$ cat src/rtl/qif_pkg.sv
// Shared fixed-point constants and the signed 8-bit saturation helper used by the
// synaptic current stage and the QIF neuron membrane clamp.
package qif_pkg;

    localparam int DATA_W = 8;
    localparam int I_MAX  = 127;
    localparam int I_MIN  = -128;

    typedef struct packed {
        logic signed [DATA_W-1:0] val;
        logic                     clip;
    } sat8_t;

    function automatic sat8_t sat8(input logic signed [11:0] v);
        sat8_t r;
        if (v > 12'(I_MAX)) begin
            r.val  = 8'(I_MAX);
            r.clip = 1'b1;
        end else if (v < 12'(I_MIN)) begin
            r.val  = 8'(I_MIN);
            r.clip = 1'b1;
        end else begin
            r.val  = v[DATA_W-1:0];
            r.clip = 1'b0;
        end
        return r;
    endfunction

endpackage

$ cat src/rtl/syn_weight_rf.sv
// Synaptic weight register file: one write port, all weights read in parallel.
module syn_weight_rf
    import qif_pkg::*;
#(
    parameter int unsigned N_IN = 4,
    parameter int unsigned AW   = $clog2(N_IN)
) (
    input  logic                           clk,
    input  logic                           rst_n,
    input  logic                           wr_en,
    input  logic [AW-1:0]                  wr_addr,
    input  logic [DATA_W-1:0]              wr_data,
    output logic [N_IN-1:0][DATA_W-1:0]    w
);

    logic addr_ok;

    // Indices past N_IN exist only when N_IN is not a power of two; drop them.
    assign addr_ok = (32'(wr_addr) < N_IN);

    always_ff @(posedge clk or posedge rst_n) begin
        if (rst_n) begin
            w <= '0;
        end else if (wr_en && addr_ok) begin
            w[wr_addr] <= wr_data;
        end
    end

endmodule

$ cat src/rtl/syn_current_integrator.sv
// Leaky synaptic current integrator: weighted spike sum plus periodic exponential decay,
// saturated to signed 8 bits and registered as I_syn for the QIF neuron.
module syn_current_integrator
    import qif_pkg::*;
#(
    parameter int unsigned N_IN         = 4,
    parameter int unsigned DECAY_SHIFT  = 3,
    parameter int unsigned DECAY_PERIOD = 4
) (
    input  logic                           clk,
    input  logic                           rst_n,
    input  logic                           clr,
    input  logic [N_IN-1:0]                spike_in,
    input  logic                           w_wr_en,
    input  logic [$clog2(N_IN)-1:0]        w_wr_addr,
    input  logic [DATA_W-1:0]              w_wr_data,
    output logic signed [DATA_W-1:0]       I_syn,
    output logic                           sat
);

    localparam int unsigned AW     = $clog2(N_IN);
    localparam int unsigned SUM_W  = DATA_W + AW;
    localparam int unsigned NXT_W  = (SUM_W + 1 > 12) ? SUM_W + 1 : 12;
    localparam int unsigned PCNT_W = (DECAY_PERIOD > 1) ? $clog2(DECAY_PERIOD) : 1;

    localparam logic signed [NXT_W-1:0] NXT12_MAX = NXT_W'(2047);
    localparam logic signed [NXT_W-1:0] NXT12_MIN = NXT_W'(-2048);

    logic [N_IN-1:0][DATA_W-1:0] w;

    logic signed [DATA_W-1:0] acc_q;
    logic                     sat_q;
    logic [PCNT_W-1:0]        pcnt_q, pcnt_d;
    logic                     tick;

    logic signed [SUM_W-1:0]  sum;
    logic signed [DATA_W:0]   acc_ext;
    logic [DATA_W:0]          mag, shr;
    logic signed [DATA_W:0]   d;
    logic signed [NXT_W-1:0]  nxt;
    logic signed [11:0]       nxt12;
    sat8_t                    res;

    syn_weight_rf #(
        .N_IN (N_IN),
        .AW   (AW)
    ) u_weight_rf (
        .clk     (clk),
        .rst_n   (rst_n),
        .wr_en   (w_wr_en),
        .wr_addr (w_wr_addr),
        .wr_data (w_wr_data),
        .w       (w)
    );

    always_comb begin
        tick   = (pcnt_q == PCNT_W'(DECAY_PERIOD - 1));
        pcnt_d = tick ? '0 : pcnt_q + 1'b1;
    end

    always_comb begin
        sum = '0;
        for (int i = 0; i < int'(N_IN); i++) begin
            if (spike_in[i]) begin
                sum = sum + SUM_W'($signed(w[i]));
            end
        end
    end

    // Decay magnitude is floored at 1 so small currents of either sign reach exactly zero.
    always_comb begin
        acc_ext = {acc_q[DATA_W-1], acc_q};
        mag     = acc_q[DATA_W-1] ? -acc_ext : acc_ext;
        shr     = mag >> DECAY_SHIFT;
        if (shr == '0) begin
            shr = (DATA_W+1)'(1);
        end
        d = '0;
        if (tick && (acc_q != '0)) begin
            d = acc_q[DATA_W-1] ? -$signed(shr) : $signed(shr);
        end
    end

    always_comb begin
        nxt = NXT_W'(acc_q) - NXT_W'(d) + NXT_W'(sum);
        if (nxt > NXT12_MAX) begin
            nxt12 = 12'sh7ff;
        end else if (nxt < NXT12_MIN) begin
            nxt12 = 12'sh800;
        end else begin
            nxt12 = nxt[11:0];
        end
        res = sat8(nxt12);
    end

    always_ff @(posedge clk or posedge rst_n) begin
        if (rst_n) begin
            acc_q  <= '0;
            sat_q  <= 1'b0;
            pcnt_q <= '0;
        end else if (clr) begin
            acc_q  <= '0;
            sat_q  <= 1'b0;
            pcnt_q <= '0;
        end else begin
            acc_q  <= res.val;
            sat_q  <= res.clip;
            pcnt_q <= pcnt_d;
        end
    end

    assign I_syn = acc_q;
    assign sat   = sat_q;

endmodule

$ cat config.mk
export PLATFORM = sky130hd
export DESIGN_NAME = syn_current_integrator
export DESIGN_NICKNAME = d
export VERILOG_FILES = /design/src/rtl/qif_pkg.sv /design/src/rtl/syn_weight_rf.sv /design/src/rtl/syn_current_integrator.sv
export SDC_FILE = /design/constraint.sdc
export NUM_CORES = 1
export LEC_CHECK = 0
export CORE_ASPECT_RATIO = 0.7
export CORE_UTILIZATION = 65
export CTS_BUF_LIST = sky130_fd_sc_hd__clkbuf_4 sky130_fd_sc_hd__clkbuf_8 sky130_fd_sc_hd__clkbuf_16
export CTS_CLUSTER_DIAMETER = 80
export DETAILED_ROUTE_END_ITERATION = 12
export PLACE_DENSITY = 0.87
export SYNTH_ARGS = -nofsm -noshare
export SYNTH_HDL_FRONTEND = slang
export SYNTH_HIERARCHICAL = 1
export SYNTH_SLANG_ARGS = --single-unit
$ cat constraint.sdc
create_clock -name clk -period 16.9 [get_ports clk]
set_clock_uncertainty 0.2 [all_clocks]
set_input_delay 4.225 -clock clk [delete_from_list [all_inputs] [get_ports clk]]
set_output_delay 4.225 -clock clk [all_outputs]
set_load 0.02 [all_outputs]
Yosys cells after proc, flatten, opt, wreduce, memory -nomap -nowiden. Index checks and enable logic that the tools add are counted.

Input port bits: 18. Word-level logic and storage cells: 45. Output and inout bits: 9. Flip-flop bits (word level): 43.

$lt $le $gt $ge: 6. Eq/ne operators: 1. Add/subtract/negate cells: 8. Reduce and logical (&&, ||, !) cells: 4. Mux-type cells: 19.

Operators by type and width (number): 2-to-1 mux 9 bit (5); 2-to-1 mux 10 bit (4); bitwise mux 32 bit (1); adder 10 x 8 -> 10 bit (3); 2-to-1 mux 12 bit (2); demux 8 bit (select 2 bit) (1); 2-to-1 mux 8 bit (2); > comparator 11 x 12 -> 1 bit (second input constant) (1); > comparator 12 x 8 -> 1 bit (second input constant) (1); less-than comparator 11 x 12 -> 1 bit (second input constant) (1); less-than comparator 12 x 8 -> 1 bit (second input constant) (1); adder 10 x 10 -> 11 bit (1); subtractor 8 x 9 -> 10 bit (1); zero test 9 bit (1); negation 8 -> 9 bit (1); negation 9 bit (1); nonzero test 8 bit (1); 2-to-1 mux 6 bit (1); 2-to-1 mux 2 bit (2); less-than comparator 2 x 3 -> 1 bit (second input constant) (1); adder 2 x 1 -> 2 bit (second input constant) (1); == test 2 bit (second input constant) (1); >= comparator 2 x 1 -> 1 bit (second input constant) (1); logical AND 1 bit (2); 2-to-1 mux 1 bit (1).

Logic depth before layout (Yosys ltp). Gate-level depths: netlist (run 1).

Word-level depth: 16. Gate-level depth with buffers: 32. Mapped depth without buffers: 31.

Hierarchy. Netlist (run 1), hierarchy kept.

By module, submodules not included: syn_current_integrator (sequential area each 275.3 um^2, area each 2758.9 um^2, times used 1, cells an instance 351); syn_weight_rf (sequential area each 800.8 um^2, area each 1216.2 um^2, times used 1, cells an instance 69).

Worst setup path after synthesis (run 1). OpenSTA, ideal clock, no wires.

Path kind: input -> register. Start: in spike_in[0]. End: reg acc_q[2], in the netlist I_syn[2]. Arrival time: 10307 ps. Stages: 31. Buffers on the path: 1. Setup time: 135 ps. Setup slack: 6259 ps. Data required time: 16565 ps. Cell sequence: clkbuf_1 > and2_1 > ha_1 > inv_1 > fa_1 > xnor2_1 > mux2_2 > ha_1 > nor2b_1 > o21ai_1 > nand2b_1 > a21o_1 > a21oi_1 > mux2_1 > a21bo_1 > ha_1 > a21oi_1 > o21ai_0 > a21oi_1 > o21bai_1 > xor2_1 > nand2_1 > xnor3_1 > fa_1 > ha_1 > and2_1 > o21ai_0 > o31ai_1 > a311o_1 > nor2_1 > o31ai_1.

Cells in the longest elaborated chain, start to end: 15. Elaborated cells between the ends (all ways): 17. Classes of those cells: add/sub: 4; order compare: 4; mux: 9.

RTL lines: from (decl) (RTL line syn_current_integrator.sv:13) `input logic [N_IN-1:0] spike_in,`; 2-to-1 mux 10 bit * (RTL line syn_current_integrator.sv:64) `if (spike_in[i]) begin`; adder 10 x 8 -> 10 bit (RTL line syn_current_integrator.sv:65) `sum = sum + SUM_W'($signed(w[i]));`; 2-to-1 mux 10 bit * (RTL line syn_current_integrator.sv:64); adder 10 x 8 -> 10 bit (RTL line syn_current_integrator.sv:65); 2-to-1 mux 10 bit * (RTL line syn_current_integrator.sv:64); adder 10 x 8 -> 10 bit (RTL line syn_current_integrator.sv:65); 2-to-1 mux 10 bit * (RTL line syn_current_integrator.sv:64); adder 10 x 10 -> 11 bit * (RTL line syn_current_integrator.sv:85) `nxt = NXT_W'(acc_q) - NXT_W'(d) + NXT_W'(sum);`; less-than comparator 11 x 12 -> 1 bit (RTL line syn_current_integrator.sv:88) `end else if (nxt < NXT12_MIN) begin`; 2-to-1 mux 12 bit (RTL line syn_current_integrator.sv:88); 2-to-1 mux 12 bit * (RTL line syn_current_integrator.sv:86) `if (nxt > NXT12_MAX) begin`; less-than comparator 12 x 8 -> 1 bit (RTL line qif_pkg.sv:19) `end else if (v < 12'(I_MIN)) begin`; 2-to-1 mux 9 bit (RTL line qif_pkg.sv:19); 2-to-1 mux 9 bit * (RTL line qif_pkg.sv:16) `if (v > 12'(I_MAX)) begin`; 2-to-1 mux 8 bit * (RTL line syn_current_integrator.sv:101) `end else if (clr) begin`; to (signal assigned) (RTL line syn_current_integrator.sv:106) `acc_q <= res.val;`; to (decl) (RTL line syn_current_integrator.sv:31) `logic signed [DATA_W-1:0] acc_q;`.

Mark *: on every way between the ends. The rest lies on a longest branch, timed or not. A chain may end at the register's enable or synchronous reset.

Worst setup path in the final report (run 1).
Start: in spike_in[0]. End: reg acc_q[1], in the netlist I_syn[1].

The elaborated chain is that of the path after synthesis.

==> summary.md, run 1 <==
| Metric | Value |
|---|---|
| Clock Tree Root | `clkbuf_8` |
| Worst-path clk slew | `0.09 ns` |
| HP Class | `reg -> reg` |
| Most used cell, CP | `ha_1` |
| Die area | `6440 um^2` |
| Synth cell types | `54` |
| WL/cell | `18.1 um` |
| DRT antenna net count | `0` |
| Worst slew pin tran | `around 0.63 ns` |
| Max-slew headroom | `57.6%` |
| Dpl hpwl | `7230 um` |
| Main synth FF type | `dfrtp_1` |
| Antenna diodes | `0` |
| Boundary Pins | `27` |
| Bufs on Longest Clock Path | `2` |
| Nets | `519` |
| Share of cells above drive strength 1 | `11.7%` |
| Hold WS | `between 0.2 and 0.3 ns` |
| Hold path startpoint | `pcnt_q[0]` |
| # DRC | `0` |
| Seq/Total Area, Yosys | `27.1%` |
| Cells resized by post-CTS repair | `0` |
| Worst path arrival time | `11.63 ns` |
| Initial drt markers | `235` |
| DR vias | `around 3300` |
| Synthesized area | `3980 um^2` |
| WL final | `9440 um` |
| Mapped Cells | `420` |
| Total gr overflow | `0` |
| Yosys reg bits | `43` |
| Ys async rst share | `100%` |
| Fmax | `~0.086 GHz` |
| Setup crit start | `spike_in[0]` |
| Number of H-tree levels | `2` |
| Pin count of the biggest net entering global routing | `33` |
| Worst setup EP type | `flop` |
| TritonRoute pass-1 iters | `5` |
| I/O Buffers | `26` |
| Hold_buf cts | `0` |
| Antenna violations before repair | `0` |
| Status | `completed` |
| Post-synth EDFFs | `0` |
| Clk sinks | `43` |
| Postcts setup bufs | `0` |
| Final Cycle Share | `between 60% and 70%` |
| Fin. Hold Viols | `0` |
| Final min period | `around 12 ns` |
| Row count | `23` |
| Chip Height | `67.4 um` |
| # setup viols final | `0` |
| CTS tree | `done` |
| Critical path launch point type | `primary input` |
| Layout area overhead | `10.6%` |
| Unrepaired setup endpoints after global routing | `no` |
| Worst-Skew Late Latency | `about 0.31 ns` |
| Syn nets | `493` |
| R2R Path Start | `u_weight_rf/w[0]` |
| Num CTS Buffers | `5` |
| Yosys warns | `6` |
| First-pass GRT wire length | `15600 um` |
| Setup TNS | `0 ns` |
| Chip width | `approximately 95 um` |
| RD Place Congestion | `0.836` |
| All-Layer GR Usage | `32.0%` |
| Crit Path Max Fanout | `10` |
| Largest stage delay on the critical path | `around 0.66 ns` |
| Vias in the first global route | `3318` |
| Slowest cell on crit path | `clkdlybuf4s50_1` |
| Vias per Instance | `6.40` |
| WS Path Type | `in -> reg` |
| Avg Inst Size Synth | `9.46 um^2` |
| Maxcap violations | `0` |
| Max Slew Vio Count | `0` |
| Core Box Area | `about 5800 um^2` |
| Starting Density | `68.4%` |
| CP required | `16.91 ns` |
-- state kept, by name, indices dropped and copies added, names as in the netlist --
signal / flops
I_syn: 8
u_weight_rf/w: 32
pcnt_q: 2
sat: 1
-- path summary, 6_finish.rpt --
kind / endpoint / slack [ns] / cells past startpoint
min reg2reg: pcnt_q[0] / 0.26 / 1
min: pcnt_q[0] / 0.26 / 1
max reg2reg: I_syn[1] / 9.57 / 29
max in group asynchronous: u_weight_rf/w[3] / 12.05 / 3
min in group asynchronous: pcnt_q[1] / 4.05 / 2
max: I_syn[1] / 5.28 / 31
-- cells by family (layout without fill, tap and decap cells) --
family | count (synthesis) | in the layout | synth area share [%]
adders and majority gates | 55 | 55 | 19.8
muxes | 46 | 46 | 12.9
AOI/OAI and AO/OA | 101 | 101 | 16.2
xor gates and xnor gates | 24 | 24 | 5.63
buffers and inverters | 39 | 65 | 3.68
DFF | 43 | 43 | 27.1
and+or+nand+nor | 112 | 112 | 14.8
-- layout by cell type (no fill, tap or decap), drive strengths merged, types with 9 or more instances in the layout --
master / instances
nand3: 11
o21ai: 31
inv: 32
dfrtp: 43
nor2: 24
xnor2: 9
mux2: 41
fa: 13
clkdlybuf4s50: 26
nand2: 26
xor2: 14
ha: 42
a21oi: 22
nand2b: 9
-- stage by stage --
stage / utilization (%) / area, um^2 / setup slack, ns / instances
after floorplan: - / 3980 / 6.26 / 420
after global placement: 74.1 / 4310 / 5.32 / 514
after detailed placement: 74.1 / 4310 / 5.08 / 514
after CTS: 75.7 / 4400 / 5.36 / 521
after global routing: 75.7 / 4400 / 4.70 / 521
final: 75.7 / 4400 / 5.28 / 521
-- Yosys cell counts (9+ instances only) --
| cell type | count | share of area, % |
|---|---|---|
| fa_1 | 13 | 6.5 |
| ha_1 | 42 | 13 |
| nor2_1 | 24 | 2.3 |
| a21oi_1 | 22 | 2.8 |
| nand3_1 | 10 | 1.3 |
| o21ai_1 | 10 | 1.3 |
| dfrtp_1 | 43 | 27 |
| inv_1 | 31 | 2.9 |
| xor2_1 | 14 | 3.1 |
| xnor2_1 | 9 | 2.0 |
| mux2_2 | 40 | 11 |
| nand2b_1 | 9 | 1.4 |
| nand2_1 | 26 | 2.5 |
| o21ai_0 | 21 | 2.6 |
-- critical path: cells and delay by family --
kind | cells | cell delay (ns)
AO/OA/AOI/OAI | 11 | 2.29
buffers and inverters | 3 | 0.77
multiplexers | 2 | 0.65
adder cells (fa/ha/maj) | 6 | 2.03
AND/OR/NAND/NOR | 7 | 1.37
XOR/XNOR | 2 | 0.31
-- layer usage --
| metal | wire length, um | GRT usage [%] |
|---|---|---|
| met1 | 4210 | 42.2 |
| met2 | 4410 | 54.4 |
| met3 | 722 | 6.31 |
| met4 | 106 | 8.58 |
| met5 | 0 | 0 |
-- final cells by class --
class                      count  area (um^2)
clock buffer                   6         82.6
timing repair buffer          27          268
multi-input combinational    338         2750
sequential                    43         1080
clock inverter                 1         8.76
fill                         392         1420
inverter                      31          116
tap                           75         93.8
Power of run 1 is not shown: default switching activity piles up to over one toggle a cycle in this logic, so the estimate is an artifact.
==> inputs of run 2 (changes only) <==
--- a/config.mk
+++ b/config.mk
@@ -6,11 +6,11 @@
 export NUM_CORES = 1
 export LEC_CHECK = 0
 export CORE_ASPECT_RATIO = 0.7
-export CORE_UTILIZATION = 65
+export CORE_UTILIZATION = 60
 export CTS_BUF_LIST = sky130_fd_sc_hd__clkbuf_4 sky130_fd_sc_hd__clkbuf_8 sky130_fd_sc_hd__clkbuf_16
 export CTS_CLUSTER_DIAMETER = 80
 export DETAILED_ROUTE_END_ITERATION = 12
-export PLACE_DENSITY = 0.87
+export PLACE_DENSITY = 0.81
 export SYNTH_ARGS = -nofsm -noshare
 export SYNTH_HDL_FRONTEND = slang
 export SYNTH_HIERARCHICAL = 1
==> constraint.sdc (replaced) <==
create_clock -name clk -period 10.7 [get_ports clk]
set_clock_uncertainty 0.2 [all_clocks]
set_input_delay 2.675 -clock clk [delete_from_list [all_inputs] [get_ports clk]]
set_output_delay 2.675 -clock clk [all_outputs]
set_load 0.02 [all_outputs]
==> summary.md, run 2 (synthesis gave the netlist of run 1 again) <==
| Metric | Value |
|---|---|
| # DRC | `0 (unchanged)` |
| Row count | `24 (+4.3%)` |
| Vias per Instance | `6.09 (-4.8%)` |
| Worst path arrival time | `10.21 ns (-1.42 ns)` |
| Status | `completed` |
| WL/cell | `16.3 um (-9.9%)` |
| Antenna violations before repair | `0 (unchanged)` |
| Bufs on Longest Clock Path | `2 (unchanged)` |
| Largest stage delay on the critical path | `0.67 ns (about the same)` |
| Max-slew headroom | `57.4% (-0.17 points)` |
| Final min period | `10.21 ns` |
| Cells resized by post-CTS repair | `0 (unchanged)` |
| Commonest non-fill, non-tap cell in the layout | `dfrtp_1` |
| Largest register FFs | `32 (unchanged)` |
| Dpl hpwl | `6760 um (-6.5%)` |
| Initial drt markers | `234 (-0.43%)` |
| Hold_buf cts | `0 (unchanged)` |
| Clk sinks | `43 (unchanged)` |
| Max Slew Vio Count | `0 (unchanged)` |
| Unrepaired setup endpoints after global routing | `no` |
| Total gr overflow | `0 (unchanged)` |
| Worst slew pin tran | `0.637 ns (+0.00255 ns)` |
| I/O Buffers | `26 (unchanged)` |
| Maxcap violations | `0 (unchanged)` |
| Final Cycle Share | `95.4%` |
| Share of cells above drive strength 1 | `11.9% (+0.20 points)` |
| Most frequent cells in the layout | `dfrtp_1 (43), ha_1 (42), mux2_2 (40)` |
| Boundary Pins | `27 (unchanged)` |
| First-pass GRT wire length | `14700 um (-5.7%)` |
| Clock Tree Root | `clkbuf_8` |
| TritonRoute pass-1 iters | `5 (unchanged)` |
| RD Place Congestion | `0.899 (+7.6%)` |
| Num CTS Buffers | `5 (unchanged)` |
| WL final | `8570 um (-9.2%)` |
| All-Layer GR Usage | `26.7% (-5.3 points)` |
| Worst-Skew Late Latency | `0.30 ns (about the same)` |
| Pin count of the biggest net entering global routing | `33 (unchanged)` |
| Crit Path Max Fanout | `10 (unchanged)` |
| Chip Height | `70.1 um (+4.0%)` |
| Core Box Area | `6310 um^2 (+8.5%)` |
| CP required | `10.71 ns (-6.20 ns)` |
| Antenna diodes | `0 (unchanged)` |
| Vias in the first global route | `3073 (-7.4%)` |
| Slowest cell on crit path | `clkdlybuf4s50_1` |
| HP Class | `reg -> reg` |
| Most used cell, CP | `ha_1` |
| Starting Density | `63.0% (-5.3 points)` |
| WS Path Type | `in -> reg` |
| # setup viols final | `0 (unchanged)` |
| DR vias | `3195 (-4.1%)` |
| Layout area overhead | `10.7% (about the same)` |
| Number of H-tree levels | `2 (unchanged)` |
| Postcts setup bufs | `0 (unchanged)` |
| Chip width | `99.3 um (+4.0%)` |
| DRT antenna net count | `0 (unchanged)` |
| Nets | `519 (unchanged)` |
| Worst setup EP type | `flop` |
| Setup TNS | `0 ns (unchanged)` |
| CTS tree | `done` |
| Die area | `6960 um^2 (+8.1%)` |
| Fin. Hold Viols | `0 (unchanged)` |
| # fillers | `476 (+21%)` |
| Reg with most FFs | `u_weight_rf/w` |
| Register Area | `1080 um^2 (unchanged)` |
| Fmax | `between 0.09 and 0.1 GHz` |
| Critical path launch point type | `primary input` |
| Footprint of the multi-input gates | `2750 um^2 (unchanged)` |
| Worst-path clk slew | `0.09 ns (about the same)` |
## run 2: metal layers
| metal | vias up | share of wire [%] | track usage, % |
|---|---|---|---|
| li1 | 1573 | - | - |
| met1 | 1533 | 52 | 40.9 |
| met2 | 82 | 42 | 40.0 |
| met3 | 7 | 5.2 | 4.30 |
| met4 | 0 | 0.69 | 5.07 |
| met5 | - | 0 | 0 |
## run 2: path summary, 6_finish.rpt
| path | start | to | slack (ns) | cells past startpoint |
|---|---|---|---|---|
| max | spike_in[0] | I_syn[3] | 0.49 | 31 |
| min | pcnt_q[0] | pcnt_q[0] | 0.24 | 1 |
| min in group asynchronous | rst_n | pcnt_q[0] | 2.49 | 2 |
| max reg2reg | u_weight_rf/w[0] | I_syn[3] | 3.21 | 29 |
| max in group asynchronous | rst_n | u_weight_rf/w[18] | 7.42 | 3 |
| min reg2reg | pcnt_q[0] | pcnt_q[0] | 0.24 | 1 |
## run 2: critical path: cells and delay by family
kind                     cells  cell delay, ns
AND/OR/NAND/NOR              7            1.37
multiplexers                 2            0.63
adder cells (fa/ha/maj)      6            2.02
buffers and inverters        3            0.78
AO/OA/AOI/OAI               11            2.42
XOR/XNOR                     2            0.32
## run 2: area by class of cell
| cell class | instances | area share [%] |
|---|---|---|
| clock buffer | 6 | 1.73 |
| clock inverter | 2 | 0.284 |
| inverter | 31 | 2.65 |
| multi-input combinational | 338 | 62.6 |
| sequential | 43 | 24.5 |
| tap | 78 | 2.22 |
| timing repair buffer | 27 | 6.09 |
## run 2: through the flow
stage | hold slack (ns) | cells | cell area, um^2 | util (%) | setup WS, ns
5_1_grt | 0.258 | 525 | 4400 | 69.8 | 0.123
3_5_place_dp | 0.231 | 517 | 4310 | 68.4 | 0.408
3_3_place_gp | 0.226 | 517 | 4310 | 68.4 | 0.660
2_1_floorplan | 0.208 | 420 | 3980 | - | 1.61
4_1_cts | 0.243 | 525 | 4400 | 69.8 | 0.656
6_report | 0.239 | 525 | 4400 | 69.8 | 0.493
Power of run 2 is left out for the same reason.
